<file path="src/rtl/lifo_pkg.sv">
// -----------------------------------------------------------------------------
// lifo_pkg
// Shared definitions for the LIFO drain controller:
//   - state_t      : controller states (IDLE, DRAIN, FLUSH)
//   - DEF_*        : default word width and LIFO depth
//   - len_width()  : width needed to hold a length of 0..depth
// Optional build macro used by the controller: LIFO_DRAIN_STATS_EN.
// -----------------------------------------------------------------------------
package lifo_pkg;

   typedef enum logic [1:0] {
      IDLE  = 2'd0,
      DRAIN = 2'd1,
      FLUSH = 2'd2
   } state_t;

   localparam int DEF_DATA_WIDTH = 8;
   localparam int DEF_LIFO_DEPTH = 16;

   // One extra bit so that a length equal to the full depth is representable.
   function automatic int len_width(input int depth);
      return $clog2(depth) + 1;
   endfunction

endpackage

</file>
<file path="src/rtl/lifo_skid_buf.sv">
// -----------------------------------------------------------------------------
// lifo_skid_buf
// Small circular FIFO that absorbs words arriving from the LIFO read pipe
// while the downstream sink is not ready.
// Ports:
//   clk_i, rst_i   : clock (rising edge), asynchronous active-high reset
//   push_i         : write push_data_i at the tail (caller guarantees room)
//   push_data_i    : word to write
//   pop_i          : drop the head word (caller guarantees occ_o != 0)
//   occ_o          : number of stored words
//   head_o         : oldest stored word
// -----------------------------------------------------------------------------
module lifo_skid_buf
   import lifo_pkg::*;
#(
   parameter int DATA_WIDTH = DEF_DATA_WIDTH,
   parameter int BUF_DEPTH  = 2,
   parameter int OCC_WIDTH  = $clog2(BUF_DEPTH + 1)
) (
   input  logic                  clk_i,
   input  logic                  rst_i,
   input  logic                  push_i,
   input  logic [DATA_WIDTH-1:0] push_data_i,
   input  logic                  pop_i,
   output logic [OCC_WIDTH-1:0]  occ_o,
   output logic [DATA_WIDTH-1:0] head_o
);

   localparam int PTR_WIDTH = (BUF_DEPTH > 1) ? $clog2(BUF_DEPTH) : 1;
   localparam logic [PTR_WIDTH-1:0] LAST_PTR = PTR_WIDTH'(BUF_DEPTH - 1);

   logic [DATA_WIDTH-1:0] mem_q [BUF_DEPTH];
   logic [PTR_WIDTH-1:0]  wr_ptr_q, wr_ptr_d;
   logic [PTR_WIDTH-1:0]  rd_ptr_q, rd_ptr_d;
   logic [OCC_WIDTH-1:0]  occ_q, occ_d;

   // Depth need not be a power of two (READ_LATENCY = 2 gives 3 entries),
   // so the pointers wrap explicitly.
   always_comb begin
      wr_ptr_d = wr_ptr_q;
      rd_ptr_d = rd_ptr_q;
      if (push_i) begin
         wr_ptr_d = (wr_ptr_q == LAST_PTR) ? '0 : wr_ptr_q + PTR_WIDTH'(1);
      end
      if (pop_i) begin
         rd_ptr_d = (rd_ptr_q == LAST_PTR) ? '0 : rd_ptr_q + PTR_WIDTH'(1);
      end
      occ_d = occ_q + OCC_WIDTH'(push_i) - OCC_WIDTH'(pop_i);
   end

   always_ff @(posedge clk_i or posedge rst_i) begin
      if (rst_i) begin
         wr_ptr_q <= '0;
         rd_ptr_q <= '0;
         occ_q    <= '0;
         for (int i = 0; i < BUF_DEPTH; i++) begin
            mem_q[i] <= '0;
         end
      end else begin
         wr_ptr_q <= wr_ptr_d;
         rd_ptr_q <= rd_ptr_d;
         occ_q    <= occ_d;
         if (push_i) begin
            mem_q[wr_ptr_q] <= push_data_i;
         end
      end
   end

   assign occ_o  = occ_q;
   assign head_o = mem_q[rd_ptr_q];

endmodule

</file>
<file path="src/rtl/lifo_drain_ctrl.sv">
// -----------------------------------------------------------------------------
// lifo_drain_ctrl
// Pops a commanded number of words from an external LIFO and presents them,
// newest first, as a valid/ready stream with a last marker.
//
// Handshake: a word transfers on every rising edge where m_valid && m_ready;
// m_valid and m_data hold steady until that edge, and m_valid never depends
// on m_ready.
//
// Ports:
//   Clk, Rst    : clock (rising edge), asynchronous active-high reset
//   start, len  : command pulse and word count (sampled only in IDLE;
//                 len = 0 just pulses done, len > LIFO_DEPTH is clamped)
//   busy        : high in DRAIN and FLUSH
//   done        : one-cycle pulse after the last word transfers
//   POP, EMPTY  : LIFO pop request / LIFO empty flag
//   lifo_data   : LIFO read data, valid READ_LATENCY cycles after a POP
//   m_valid, m_ready, m_data, m_last : output stream
//   dbg_state_o : current controller state (state_t encoding)
//   stall_cnt   : only with LIFO_DRAIN_STATS_EN defined; DRAIN cycles in
//                 which a pop was wanted but the LIFO was empty (cleared on
//                 start, saturating)
// Build macro: LIFO_DRAIN_STATS_EN.
// -----------------------------------------------------------------------------
module lifo_drain_ctrl
   import lifo_pkg::*;
#(
   parameter int DATA_WIDTH   = DEF_DATA_WIDTH,
   parameter int LIFO_DEPTH   = DEF_LIFO_DEPTH,
   parameter int LEN_WIDTH    = len_width(LIFO_DEPTH),
   parameter int READ_LATENCY = 1   // legal values 1..2
) (
   input  logic                  Clk,
   input  logic                  Rst,
   input  logic                  start,
   input  logic [LEN_WIDTH-1:0]  len,
   output logic                  busy,
   output logic                  done,
   output logic                  POP,
   input  logic                  EMPTY,
   input  logic [DATA_WIDTH-1:0] lifo_data,
   output logic                  m_valid,
   input  logic                  m_ready,
   output logic [DATA_WIDTH-1:0] m_data,
   output logic                  m_last,
   output logic [1:0]            dbg_state_o
`ifdef LIFO_DRAIN_STATS_EN
   ,
   output logic [15:0]           stall_cnt
`endif
);

   // One slot per in-flight read plus one for the word on the output.
   localparam int BUF_DEPTH  = READ_LATENCY + 1;
   localparam int OCC_WIDTH  = $clog2(BUF_DEPTH + 1);
   localparam int FILL_WIDTH = OCC_WIDTH + 2;
   localparam logic [LEN_WIDTH-1:0] MAX_LEN = LEN_WIDTH'(LIFO_DEPTH);

   state_t                  state_q, state_d;
   logic [LEN_WIDTH-1:0]    len_q, len_d;
   logic [LEN_WIDTH-1:0]    issued_q, issued_d;
   logic [LEN_WIDTH-1:0]    sent_q, sent_d;
   logic [READ_LATENCY-1:0] pipe_q, pipe_d;
   logic                    done_q, done_d;

   logic                    pop;
   logic                    handshake;
   logic                    final_hs;
   logic                    want_more;
   logic                    room;
   logic [FILL_WIDTH-1:0]   inflight;
   logic [FILL_WIDTH-1:0]   fill;
   logic [OCC_WIDTH-1:0]    buf_occ;
   logic [DATA_WIDTH-1:0]   buf_head;

   lifo_skid_buf #(
      .DATA_WIDTH (DATA_WIDTH),
      .BUF_DEPTH  (BUF_DEPTH),
      .OCC_WIDTH  (OCC_WIDTH)
   ) u_skid (
      .clk_i       (Clk),
      .rst_i       (Rst),
      .push_i      (pipe_q[READ_LATENCY-1]),
      .push_data_i (lifo_data),
      .pop_i       (handshake),
      .occ_o       (buf_occ),
      .head_o      (buf_head)
   );

   assign handshake = m_valid && m_ready;
   assign final_hs  = handshake && m_last;
   assign want_more = (issued_q < len_q);

   // Every issued pop owns a buffer slot from the moment it is issued, so
   // the skid buffer can never overflow regardless of m_ready.  A word
   // leaving this cycle frees its slot immediately, which is what allows
   // one word per cycle with a buffer of only READ_LATENCY + 1 entries.
   always_comb begin
      inflight = '0;
      for (int i = 0; i < READ_LATENCY; i++) begin
         inflight = inflight + FILL_WIDTH'(pipe_q[i]);
      end
      fill = FILL_WIDTH'(buf_occ) + inflight - FILL_WIDTH'(handshake);
      room = (fill < FILL_WIDTH'(BUF_DEPTH));
   end

   // Read pipe: bit 0 is a pop issued last cycle; the top bit marks the
   // cycle in which lifo_data carries that pop's word.
   assign pipe_d = READ_LATENCY'({pipe_q, pop});

   always_comb begin
      state_d  = state_q;
      len_d    = len_q;
      issued_d = issued_q;
      sent_d   = sent_q;
      done_d   = 1'b0;
      pop      = 1'b0;

      if (handshake) begin
         sent_d = sent_q + LEN_WIDTH'(1);
      end

      case (state_q)
         IDLE: begin
            if (start) begin
               if (len == '0) begin
                  done_d = 1'b1;
               end else begin
                  len_d    = (len > MAX_LEN) ? MAX_LEN : len;
                  issued_d = '0;
                  sent_d   = '0;
                  state_d  = DRAIN;
               end
            end
         end
         DRAIN: begin
            pop = !EMPTY && want_more && room;
            if (pop) begin
               issued_d = issued_q + LEN_WIDTH'(1);
               if (issued_q + LEN_WIDTH'(1) == len_q) begin
                  state_d = FLUSH;
               end
            end
         end
         FLUSH: begin
            if (final_hs) begin
               done_d  = 1'b1;
               state_d = IDLE;
            end
         end
         default: begin
            state_d = IDLE;
         end
      endcase
   end

   always_ff @(posedge Clk or posedge Rst) begin
      if (Rst) begin
         state_q  <= IDLE;
         len_q    <= '0;
         issued_q <= '0;
         sent_q   <= '0;
         pipe_q   <= '0;
         done_q   <= 1'b0;
      end else begin
         state_q  <= state_d;
         len_q    <= len_d;
         issued_q <= issued_d;
         sent_q   <= sent_d;
         pipe_q   <= pipe_d;
         done_q   <= done_d;
      end
   end

`ifdef LIFO_DRAIN_STATS_EN
   logic [15:0] stall_q, stall_d;

   always_comb begin
      stall_d = stall_q;
      if (state_q == IDLE && start) begin
         stall_d = '0;
      end else if (state_q == DRAIN && EMPTY && want_more && stall_q != 16'hFFFF) begin
         stall_d = stall_q + 16'd1;
      end
   end

   always_ff @(posedge Clk or posedge Rst) begin
      if (Rst) begin
         stall_q <= '0;
      end else begin
         stall_q <= stall_d;
      end
   end

   assign stall_cnt = stall_q;
`endif

   assign busy        = (state_q != IDLE);
   assign done        = done_q;
   assign POP         = pop;
   assign m_valid     = (buf_occ != '0);
   assign m_data      = buf_head;
   assign m_last      = m_valid && (sent_q == len_q - LEN_WIDTH'(1));
   assign dbg_state_o = state_q;

endmodule

</file>
<file path="config.mk">
export PLATFORM = sky130hd
export DESIGN_NAME = lifo_drain_ctrl
export DESIGN_NICKNAME = d
export VERILOG_FILES = /design/src/rtl/lifo_pkg.sv /design/src/rtl/lifo_skid_buf.sv /design/src/rtl/lifo_drain_ctrl.sv
export SDC_FILE = /design/constraint.sdc
export NUM_CORES = 1
export LEC_CHECK = 0
export CORE_ASPECT_RATIO = 2
export CORE_MARGIN = 2
export CORE_UTILIZATION = 50
export DETAILED_ROUTE_END_ITERATION = 7
export GPL_TIMING_DRIVEN = 0
export PLACE_DENSITY = 0.8
export SLEW_MARGIN = 40
export SYNTH_ARGS = -nofsm -noshare
export SYNTH_HDL_FRONTEND = slang
export SYNTH_SLANG_ARGS = --single-unit
export TNS_END_PERCENT = 50
</file>
<file path="constraint.sdc">
create_clock -name Clk -period 2.7 [get_ports Clk]
set_input_delay 0.54 -clock Clk [delete_from_list [all_inputs] [get_ports Clk]]
set_output_delay 0.54 -clock Clk [all_outputs]
set_load 0.01 [all_outputs]
</file>
==> impl_metrics.xml <==
<?xml version="1.0" encoding="UTF-8"?>
<metrics>
  <group name="drt">
    <metric name="detailroute.via_count" unit="">1619</metric>
    <metric name="drt-met1-wl" unit="µm">1620</metric>
    <metric name="highest_layer" unit="">met4</metric>
    <metric name="final_antenna_net_count" unit="">0</metric>
    <metric name="route.met2.wl" unit="µm">2400</metric>
    <metric name="detail_route.drc_violations" unit="">0</metric>
    <metric name="met3WireLength" unit="µm">129</metric>
    <metric name="viasPerCell" unit="">5.41</metric>
    <metric name="drt_first_pass_iters" unit="">4</metric>
    <metric name="routed_wirelength" unit="µm">4300</metric>
    <metric name="wl_per_cell" unit="µm">14.4</metric>
    <metric name="drt-initial-drc-count" unit="">32</metric>
  </group>
  <group name="sta">
    <metric name="final.setup_skew" unit="ns">0.00809</metric>
    <metric name="worst_pin_slew" unit="ns">0.534</metric>
    <metric name="timing.final.crit_share" unit="">1.07</metric>
    <metric name="max-slew-margin-rel" unit="">0.644</metric>
    <metric name="setup_repair_after_global_routing_missed_its_margin" unit="">true</metric>
    <metric name="setup_total_negative_slack" unit="ns">-0.195</metric>
    <metric name="layout_setup_ws" unit="ns">-0.195</metric>
    <metric name="fmax" unit="MHz">345</metric>
    <metric name="finalMaxSlewViolations" unit="">0</metric>
    <metric name="timing_hold_violations_final" unit="">0</metric>
    <metric name="finalCriticalPeriod" unit="ns">2.89</metric>
    <metric name="finalSetupViolations" unit="">1</metric>
  </group>
  <group name="setup_path">
    <metric name="critical_path.startpoint_type" unit="">flop</metric>
    <metric name="cp_capture_type" unit="">primary output</metric>
    <metric name="timing_worst_setup_path_type" unit="">reg -&gt; out</metric>
    <metric name="worstPathCellList" unit="">buf_4, mux2i_1, ha_2, inv_1, fa_2, nand2_2, nand4bb_1, clkbuf_8, inv_6, buf_6</metric>
    <metric name="crit_slowest_cell" unit="">sky130_fd_sc_hd__fa_2</metric>
    <metric name="path_max_fanout" unit="">6</metric>
    <metric name="timing.critical_path.arrival" unit="ns">2.35</metric>
    <metric name="cp.required" unit="ns">2.16</metric>
    <metric name="crit_path_max_incr_delay" unit="ns">0.54</metric>
  </group>
  <group name="yosys">
    <metric name="post_synth_instance_area" unit="µm²">2120</metric>
    <metric name="ys_warn_count" unit="">0</metric>
    <metric name="synth-main-ff-cell" unit="">sky130_fd_sc_hd__dfrtp_1</metric>
    <metric name="synth_seq_cells" unit="">39</metric>
    <metric name="synth_async_sr_flop_share" unit="">1.00</metric>
    <metric name="synth-seq-area-share" unit="">0.461</metric>
    <metric name="post_synth_inst_count" unit="">199</metric>
    <metric name="synth.lib_cells_used.distinct" unit="">36</metric>
    <metric name="average_size_of_a_mapped_cell" unit="µm²">10.6</metric>
    <metric name="syn_nets" unit="">229</metric>
    <metric name="synth_enable_flop_cells" unit="">0</metric>
  </group>
  <group name="final_layout">
    <metric name="num-nets-final" unit="">276</metric>
    <metric name="antenna-diode-count" unit="">0</metric>
    <metric name="post_route_cells_drive_above_1_share" unit="">0.227</metric>
    <metric name="layoutNonFillerInstCount" unit="">299</metric>
    <metric name="syn2layout_area_growth" unit="%">27.7</metric>
    <metric name="most_frequent_standard_cell_in_the_layout_excluding_fill_and_tap_cells" unit="">sky130_fd_sc_hd__dfrtp_1</metric>
    <metric name="final_cell_mix" unit="">38 x sky130_fd_sc_hd__dfrtp_1, 29 x sky130_fd_sc_hd__clkdlybuf4s50_1, 24 x sky130_fd_sc_hd__mux2_2</metric>
  </group>
  <group name="cts">
    <metric name="tritoncts" unit="">built</metric>
    <metric name="clk_root_buffer_cell" unit="">sky130_fd_sc_hd__clkbuf_8</metric>
    <metric name="cts_htree_levels" unit="">2</metric>
    <metric name="number_of_buffers_inserted_during_clock_tree_synthesis" unit="">5</metric>
    <metric name="cts_sinks" unit="">39</metric>
    <metric name="clkTransAtPathRegs" unit="ns">0.07</metric>
    <metric name="clock_latency" unit="ns">0.29</metric>
    <metric name="number_of_buffers_between_clock_root_and_the_deepest_sink" unit="">2</metric>
  </group>
  <group name="placed_design">
    <metric name="placement.io_buffers" unit="">32</metric>
    <metric name="dp.final_hpwl" unit="µm">3270</metric>
    <metric name="routabilityCongestion" unit="">0.884</metric>
    <metric name="dpl_ws" unit="ns">-1.28</metric>
    <metric name="placed_cells_incl_taps" unit="">284</metric>
  </group>
  <group name="floorplan">
    <metric name="placeableCoreArea" unit="µm²">4090</metric>
    <metric name="placement_rows" unit="">33</metric>
    <metric name="die_width" unit="µm">50.0</metric>
    <metric name="chipHeight" unit="µm">96.0</metric>
    <metric name="dieArea" unit="µm²">4800</metric>
    <metric name="pin_count" unit="">33</metric>
    <metric name="effective_utilization_at_floorplan" unit="">0.518</metric>
  </group>
  <group name="power_and_ir_drop">
    <metric name="leakagePower" unit="nW">1.24</metric>
    <metric name="powerDensity" unit="nW/µm²">375</metric>
    <metric name="irDropWorstVdd" unit="µV">256</metric>
    <metric name="p_total" unit="mW">1.01</metric>
  </group>
  <group name="grt">
    <metric name="first_pass_grt_wire_length" unit="µm">7110</metric>
    <metric name="grt_max_degree" unit="">27</metric>
    <metric name="track_usage" unit="">0.201</metric>
    <metric name="grt_overflow" unit="">0</metric>
    <metric name="vias_in_the_first_global_route" unit="">1649</metric>
    <metric name="antenna_found_initial" unit="">0</metric>
  </group>
  <group name="flow_run">
    <metric name="drv_cap" unit="">0</metric>
  </group>
  <group name="run_status">
    <metric name="violations" unit="">negative setup slack</metric>
    <metric name="status" unit="">finished with violations</metric>
  </group>
  <group name="hold_path">
    <metric name="worst_min_delay_path_category" unit="">reg -&gt; reg</metric>
  </group>
</metrics>
-- layer usage --
layer | global-route usage | vias up
li1 | - | 785
met1 | 0.191 | 787
met2 | 0.383 | 37
met3 | 0.0435 | 10
met4 | 0.116 | 0
met5 | 0 | -
-- area by class of cell --
| type | instances | area [µm²] |
|---|---|---|
| fill | 319 | 1390 |
| multi-input combinational | 140 | 1090 |
| sequential | 39 | 977 |
| timing repair buffer | 40 | 397 |
| clock buffer | 7 | 76.3 |
| tap | 52 | 65.1 |
| inverter | 13 | 53.8 |
| buffer | 7 | 38.8 |
| clock inverter | 1 | 5.00 |
-- power by group --
part	leakage (nW)	total, mW	switching [mW]	internal, mW
combinational	0.708	0.0533	0.0220	0.0313
clock	0.0422	0.367	0.186	0.181
sequential	0.488	0.593	0.00279	0.590
-- worst max-delay path: cells and delay by family (launching register included) --
kind	cells	cell delay [ns]
buf+inv	5	0.53
simple gates	2	0.24
fa+ha+maj	2	0.74
flops	1	0.39
mux	1	0.15
-- cell usage after synthesis, types with 3 or more instances --
| master | number | share of area |
|---|---|---|
| sky130_fd_sc_hd__xor2_1 | 13 | 0.054 |
| sky130_fd_sc_hd__mux2_2 | 24 | 0.13 |
| sky130_fd_sc_hd__nor2b_1 | 3 | 0.0089 |
| sky130_fd_sc_hd__o21ai_0 | 9 | 0.021 |
| sky130_fd_sc_hd__xnor2_1 | 5 | 0.021 |
| sky130_fd_sc_hd__dfrtp_1 | 39 | 0.46 |
| sky130_fd_sc_hd__inv_1 | 13 | 0.023 |
| sky130_fd_sc_hd__nand3b_1 | 4 | 0.014 |
| sky130_fd_sc_hd__nand2b_1 | 3 | 0.0089 |
| sky130_fd_sc_hd__nand4_1 | 3 | 0.0089 |
| sky130_fd_sc_hd__a21oi_1 | 6 | 0.014 |
| sky130_fd_sc_hd__clkbuf_1 | 5 | 0.0089 |
| sky130_fd_sc_hd__nor2_1 | 11 | 0.020 |
| sky130_fd_sc_hd__nand3_1 | 10 | 0.024 |
| sky130_fd_sc_hd__nand2_1 | 15 | 0.027 |
| sky130_fd_sc_hd__ha_1 | 11 | 0.065 |
-- registers in the layout, summed over array words and instances (netlist names) --
name and cells:
u_skid.mem_q 16, issued_q 5, len_q 5, sent_q 5
dbg_state_o 2, u_skid.occ_o 2, done 1, pipe_q 1
u_skid.rd_ptr_q 1, u_skid.wr_ptr_q 1
-- final timing paths --
path | slack [ns] | cells past startpoint | to | startpoint
max reg2reg | 0.08 | 12 | issued_q[3]$_DFFE_PP0P_ | u_skid.occ_o[0]$_DFF_PP0_
min | 0.50 | 1 | u_skid.wr_ptr_q$_DFFE_PP0P_ | u_skid.wr_ptr_q$_DFFE_PP0P_
min reg2reg | 0.50 | 1 | u_skid.wr_ptr_q$_DFFE_PP0P_ | u_skid.wr_ptr_q$_DFFE_PP0P_
max in group asynchronous | 1.73 | 3 | u_skid.occ_o[1]$_DFF_PP0_ | Rst
max | -0.19 | 10 | POP | u_skid.occ_o[0]$_DFF_PP0_
min in group asynchronous | 0.53 | 2 | u_skid.mem_q[5]$_DFFE_PP0P_ | Rst
-- through the flow --
step                      utilization  hold WS [ns]  area (µm²)
after floorplan                     -         0.461        2120
after global placement          0.612         0.476        2500
after detailed placement        0.617         0.484        2520
after CTS                       0.654         0.497        2670
after global routing            0.661         0.513        2700
final                           0.661         0.496        2700
-- kinds of logic after synthesis --
family / after synthesis / share of synthesized area
fa+ha+maj: 12 / 0.0745
xor+xnor: 18 / 0.0745
flops: 39 / 0.461
compound gates: 26 / 0.0781
buf+inv: 20 / 0.0367
simple gates: 59 / 0.143
mux: 25 / 0.132
-- repair_timing --
item / 4_1_cts / 5_1_grt
pin swaps: 1 / 2
buffers inserted: 6 / 1
hold buffers: 0 / 0
hold endpoints to repair: 0 / 0
endpoints found under the setup margin: 6 / 2
gates resized for setup: 18 / 7
No activity file was read; power rests on OpenSTA's default activity.
